==> src/rtl/lpm_tbl_ctrl.sv <==
// Access controller for the LPM route table: arbitrates the single table request
// port between host accesses and a full-table flush engine, with ack timeout.
module lpm_tbl_ctrl #(
  parameter int C_S_AXI_DATA_WIDTH = 32,
  parameter int TBL_ADDR_WIDTH     = 5,
  parameter int ACK_TIMEOUT        = 15
) (
  input  logic                            AXI_ACLK,
  input  logic                            AXI_RESETN,
  input  logic                            host_req,
  input  logic                            host_wr,
  input  logic [TBL_ADDR_WIDTH-1:0]       host_addr,
  input  logic [4*C_S_AXI_DATA_WIDTH-1:0] host_wdata,
  output logic [4*C_S_AXI_DATA_WIDTH-1:0] host_rdata,
  output logic                            host_done,
  output logic                            host_err,
  input  logic                            flush_start,
  output logic                            flush_busy,
  output logic                            flush_done,
  input  logic                            stats_clr,
  output logic [31:0]                     timeout_count,
  output logic                            tbl_rd_req,
  output logic                            tbl_wr_req,
  output logic [TBL_ADDR_WIDTH-1:0]       tbl_rd_addr,
  output logic [TBL_ADDR_WIDTH-1:0]       tbl_wr_addr,
  output logic [4*C_S_AXI_DATA_WIDTH-1:0] tbl_wr_data,
  input  logic [4*C_S_AXI_DATA_WIDTH-1:0] tbl_rd_data,
  input  logic                            tbl_rd_ack,
  input  logic                            tbl_wr_ack
);

  localparam logic [7:0]                TO_LAST    = 8'(ACK_TIMEOUT - 1);
  localparam logic [TBL_ADDR_WIDTH-1:0] LAST_ENTRY = '1;

  typedef enum logic [1:0] {
    S_IDLE,
    S_ISSUE,
    S_WAIT_ACK,
    S_DONE
  } state_t;

  state_t                    state;
  state_t                    state_nxt;
  logic                      last_grant;   // 1 = flush was granted last
  logic                      owner_host;
  logic                      dir_wr;
  logic                      timed_out;
  logic [7:0]                wait_cnt;
  logic [TBL_ADDR_WIDTH-1:0] flush_ptr;
  logic                      grant_host;
  logic                      grant_flush;
  logic                      ack_ok;
  logic                      timeout_hit;

  always_comb begin
    state_nxt   = state;
    grant_host  = 1'b0;
    grant_flush = 1'b0;
    timeout_hit = 1'b0;
    ack_ok      = dir_wr ? tbl_wr_ack : tbl_rd_ack;
    case (state)
      S_IDLE: begin
        if (host_req && flush_busy) begin
          grant_host  = last_grant;
          grant_flush = !last_grant;
        end else begin
          grant_host  = host_req;
          grant_flush = flush_busy;
        end
        if (grant_host || grant_flush) state_nxt = S_ISSUE;
      end
      S_ISSUE: state_nxt = S_WAIT_ACK;
      S_WAIT_ACK: begin
        if (ack_ok) begin
          state_nxt = S_DONE;
        end else if (wait_cnt == TO_LAST) begin
          timeout_hit = 1'b1;
          state_nxt   = S_DONE;
        end
      end
      S_DONE:  state_nxt = S_IDLE;
      default: state_nxt = S_IDLE;
    endcase
  end

  // Strobes and pulses decode directly from the state register.
  assign tbl_rd_req = (state == S_ISSUE) && !dir_wr;
  assign tbl_wr_req = (state == S_ISSUE) && dir_wr;
  assign host_done  = (state == S_DONE) && owner_host;
  assign host_err   = host_done && timed_out;
  assign flush_done = (state == S_DONE) && !owner_host && (flush_ptr == LAST_ENTRY);

  always_ff @(posedge AXI_ACLK) begin
    if (!AXI_RESETN) begin
      state         <= S_IDLE;
      last_grant    <= 1'b1;
      owner_host    <= 1'b0;
      dir_wr        <= 1'b0;
      timed_out     <= 1'b0;
      wait_cnt      <= 8'd0;
      flush_busy    <= 1'b0;
      flush_ptr     <= '0;
      timeout_count <= 32'd0;
    end else begin
      state <= state_nxt;
      if (grant_host) begin
        owner_host <= 1'b1;
        dir_wr     <= host_wr;
        last_grant <= 1'b0;
      end
      if (grant_flush) begin
        owner_host <= 1'b0;
        dir_wr     <= 1'b1;
        last_grant <= 1'b1;
      end
      if (state == S_ISSUE) begin
        wait_cnt  <= 8'd0;
        timed_out <= 1'b0;
      end else if (state == S_WAIT_ACK) begin
        wait_cnt <= wait_cnt + 8'd1;
      end
      if (timeout_hit) timed_out <= 1'b1;
      // A flush entry advances whether it was acked or timed out.
      if (state == S_DONE && !owner_host) begin
        flush_ptr <= flush_ptr + TBL_ADDR_WIDTH'(1);
        if (flush_ptr == LAST_ENTRY) flush_busy <= 1'b0;
      end
      if (flush_start && !flush_busy) begin
        flush_busy <= 1'b1;
        flush_ptr  <= '0;
      end
      if (stats_clr) begin
        timeout_count <= 32'd0;
      end else if (timeout_hit && timeout_count != 32'hFFFF_FFFF) begin
        timeout_count <= timeout_count + 32'd1;
      end
    end
  end

  // Address/data holding registers, loaded at grant and stable until DONE.
  always_ff @(posedge AXI_ACLK) begin
    if (!AXI_RESETN) begin
      tbl_rd_addr <= '0;
      tbl_wr_addr <= '0;
      tbl_wr_data <= '0;
      host_rdata  <= '0;
    end else begin
      if (grant_host) begin
        if (host_wr) begin
          tbl_wr_addr <= host_addr;
          tbl_wr_data <= host_wdata;
        end else begin
          tbl_rd_addr <= host_addr;
        end
      end
      if (grant_flush) begin
        tbl_wr_addr <= flush_ptr;
        tbl_wr_data <= '1;
      end
      if (state == S_WAIT_ACK && tbl_rd_ack && !dir_wr && owner_host) host_rdata <= tbl_rd_data;
    end
  end

endmodule

==> config.mk <==
export PLATFORM = sky130hd
export DESIGN_NAME = lpm_tbl_ctrl
export DESIGN_NICKNAME = d
export VERILOG_FILES = /design/src/rtl/lpm_tbl_ctrl.sv
export SDC_FILE = /design/constraint.sdc
export NUM_CORES = 1
export LEC_CHECK = 0
export CAP_MARGIN = 25
export CORE_AREA = 2 2 226 228
export CTS_BUF_LIST = sky130_fd_sc_hd__clkbuf_8 sky130_fd_sc_hd__clkbuf_16
export DETAILED_ROUTE_END_ITERATION = 10
export DIE_AREA = 0 0 228 230
export PLACE_DENSITY = 0.53
export SYNTH_ARGS = -nofsm -noshare
export SYNTH_HDL_FRONTEND = slang
export SYNTH_SLANG_ARGS = --single-unit
==> constraint.sdc <==
create_clock -name AXI_ACLK -period 3.09 [get_ports AXI_ACLK]
set_clock_uncertainty 0.15 [all_clocks]
set_input_delay 0.309 -clock AXI_ACLK [delete_from_list [all_inputs] [get_ports AXI_ACLK]]
set_output_delay 0.309 -clock AXI_ACLK [all_outputs]
set_load 0.01 [all_outputs]
==> flow_summary.ini <==
[grt]
antenna_found_initial = 2
grt_pass1_wl_um = 69100
number_of_global_route_vias_before_repair = 11902
groute.usage.overall_pct = 16.5
maximum_number_of_pins_on_one_net_before_global_route_repair = 86
grt_overflow = 0

[timing]
timing.final.max_slew_violations = 0
max-slew-margin-rel_pct = 55.7
report.final.hold_viol_count = 0
tightestPinTransition_ns = 0.664
finalSetupViolations = 0
fmaxAchievable_ghz = 0.358
layout_worst_path_cycle_share_pct = 90.4
setup_tns_ns = 0
setup_repair_after_global_routing_missed_its_margin = false
period_needed_ns = 2.79

[worst_setup_path]
crit_path_end_kind = output port
worst_ep_arrival_time_ns = 2.33
crit_type = reg -> out
critical_path.max_fanout = 6
start_kind = flip-flop
worstPathRequired_ns = 2.63

[clock_network]
cts-buffers-inserted = 40
tritoncts = done
cts_root_buf = clkbuf_16
number_of_post_cts_setup_repair_buffers = 0
cts_hold_buf = 0
clock_tree.htree_level_count = 2
clock_insertion_delay_worst_skew_ns = 0.55
cts-root-to-sink-buffers = 3
cts.sink_count = 318
cts-resized-gates = 0
path_clk_slew_ns = 0.06

[logic_synthesis]
synth_cells = 1478
synth_async_sr_flop_share_pct = 0
post-synth-top-area-cell = dfxtp_1
netlist_top_cells_count = dfxtp_1, nand2_1, nor3_1
yosysSeqAreaShare_pct = 53.5
syn-num-nets = 1757
yosysUniqueCellTypes = 49
synthTopCellsByArea = dfxtp_1, nor3_1, nand2_1, a21oi_1, nor2_1
ys_ff_latch = 318
synth_edf_count = 0
avgSynthCellArea_um2 = 8.05
synth_warnings = 0
synth_top_flop_cell = dfxtp_1
fraction_of_post_synthesis_cell_area_in_the_top_cell_type_by_area_pct = 53.5
yosysMostFrequentCell = dfxtp_1
synth_area_um2 = 11900

[floorplan]
top_level_ports = 573
initial_standard_cell_utilization_of_the_core_pct = 23.9
number_of_standard_cell_rows_in_the_floorplan = 82
die_height_um = 230
chipWidth_um = 228
floorplan.core_area_um2 = 49900
floorplan.die_area_um2 = 52400

[final_layout]
syn2layout_area_growth_pct = 66.4
finish.net_count = 2295
drive_gt1_share_pct = 5.44
final_util_pct = 39.7

[route]
antenna_viol_nets_final = 0
dr_wl_met3_um = 4260
wire_per_inst_um = 16.9
route.detailed.drc = 0
drt_first_pass_iters = 5
route.met2.wl_um = 22000
drt_iter0_drc = 490
vias = 12307
route.detailed.vias_per_inst = 4.54
drt-total-wl_um = 45800
met1_length_um = 18100
dr.max_layer_used = met4

[outcome]
outcome = completed

[power_and_ir_drop]
power.density_cell_area_nw_per_um2 = 659
p_leak_nw = 7.01
ir_drop_mv = 0.454

[run]
reported_max_cap_violation_count = 0

[placement]
gp_congestion = 0.854
portBuffers = 572
hpwl_um = 32700

[hold_path]
min_path_type = in -> reg
[final timing paths]
kind	to	slack, ns	start	cells after the start
setup / recovery	flush_done	0.30	state[1]	5
hold / removal	host_rdata[87]	0.16	tbl_rd_data[87]	3
setup reg to reg	timeout_count[26]	0.36	timeout_count[0]	7
hold reg to reg	host_rdata[99]	0.30	host_rdata[99]	2
[final cells by class]
type / instances / area, µm²
Antenna cell: 2 / 5.00
Clock buffer: 50 / 1150
Clock inverter: 15 / 151
Fill cell: 5062 / 30100
Inverter: 11 / 48.8
Multi-Input combinational cell: 1038 / 5100
Sequential cell: 318 / 6370
Tap cell: 672 / 841
Timing Repair Buffer: 607 / 6140
[power breakdown]
group	switching [mW]	internal [mW]
Clock	1.80	2.85
Sequential	0.336	4.67
Combinational	1.58	1.80
[worst max-delay path, stage by stage, from the launching register on]
cell and delay, ns:
dfxtp_1 0.38, ha_1 0.27, nor2b_1 0.16, buf_4 0.16
and2_1 0.16, clkdlybuf4s50_1 0.66
[metrics by stage]
| step | setup slack [ns] | hold slack (ns) | instances | cell area (µm²) | total power, mW |
|---|---|---|---|---|---|
| 2_1_floorplan | 0.564 | 0.295 | 1478 | 11900 | 6.52 |
| 3_3_place_gp | 0.316 | 0.291 | 2646 | 18500 | 8.45 |
| 3_5_place_dp | 0.304 | 0.296 | 2646 | 18500 | 8.49 |
| 4_1_cts | 0.232 | 0.114 | 2711 | 19800 | 13.3 |
| 5_1_grt | 0.159 | 0.126 | 2712 | 19800 | 13.7 |
| 6_report | 0.296 | 0.161 | 2713 | 19800 | 13.0 |
[logic make-up (layout without fill, tap and decap cells)]
group | after synthesis | after routing | share of synthesized area (%)
xor+xnor | 13 | 13 | 0.957
flops | 318 | 318 | 53.5
other cells | 0 | 2 | 0
buf+inv | 122 | 683 | 3.86
mux | 13 | 13 | 1.09
compound gates | 199 | 199 | 9.40
simple gates | 803 | 803 | 30.1
fa+ha+maj | 10 | 10 | 1.05
[routing by layer]
metal  vias up  GRT usage (%)
li1       6089              -
met1      5685           18.7
met2       448           28.2
met3        85           6.45
met4         0           5.80
met5         -              0
[cells in the final DEF, fill, tap and decap left out, types with 3 or more instances in the layout]
cell type | synthesis | routed
o41ai_1 | 3 | 3
nor2b_1 | 4 | 4
xor2_1 | 6 | 6
xnor2_1 | 7 | 7
or2_2 | 7 | 7
a41o_1 | 3 | 3
and2_1 | 4 | 3
o31ai_1 | 3 | 3
o211ai_1 | 5 | 5
clkdlybuf4s50_1 | 0 | 572
inv_1 | 10 | 15
and3_1 | 3 | 3
o311ai_0 | 3 | 3
nor4_1 | 3 | 3
a311oi_1 | 3 | 3
ha_1 | 10 | 10
o21ai_0 | 13 | 13
dfxtp_1 | 318 | 318
a31oi_1 | 5 | 5
buf_4 | 0 | 23
buf_12 | 0 | 12
mux2i_1 | 13 | 13
nand2b_1 | 5 | 5
nand4_1 | 14 | 14
clkbuf_8 | 0 | 9
or3_1 | 10 | 10
a211oi_1 | 4 | 4
or4_1 | 9 | 9
nor3_1 | 263 | 263
bufinv_16 | 0 | 3
nand3_1 | 8 | 8
a21oi_1 | 147 | 146
clkinv_2 | 0 | 5
clkbuf_16 | 0 | 41
nand2_1 | 293 | 292
nor2_1 | 170 | 170
[sequential cells by signal (all words and copies together), names as in the netlist]
register and count:
host_rdata 128, tbl_wr_addr 5, timeout_count 32, dir_wr 1, tbl_wr_data 128, flush_ptr 5
timed_out 1, tbl_rd_addr 5, wait_cnt 8, state 2, owner_host 1, flush_busy 1
last_grant 1
No activity file was read; power rests on OpenSTA's default activity.
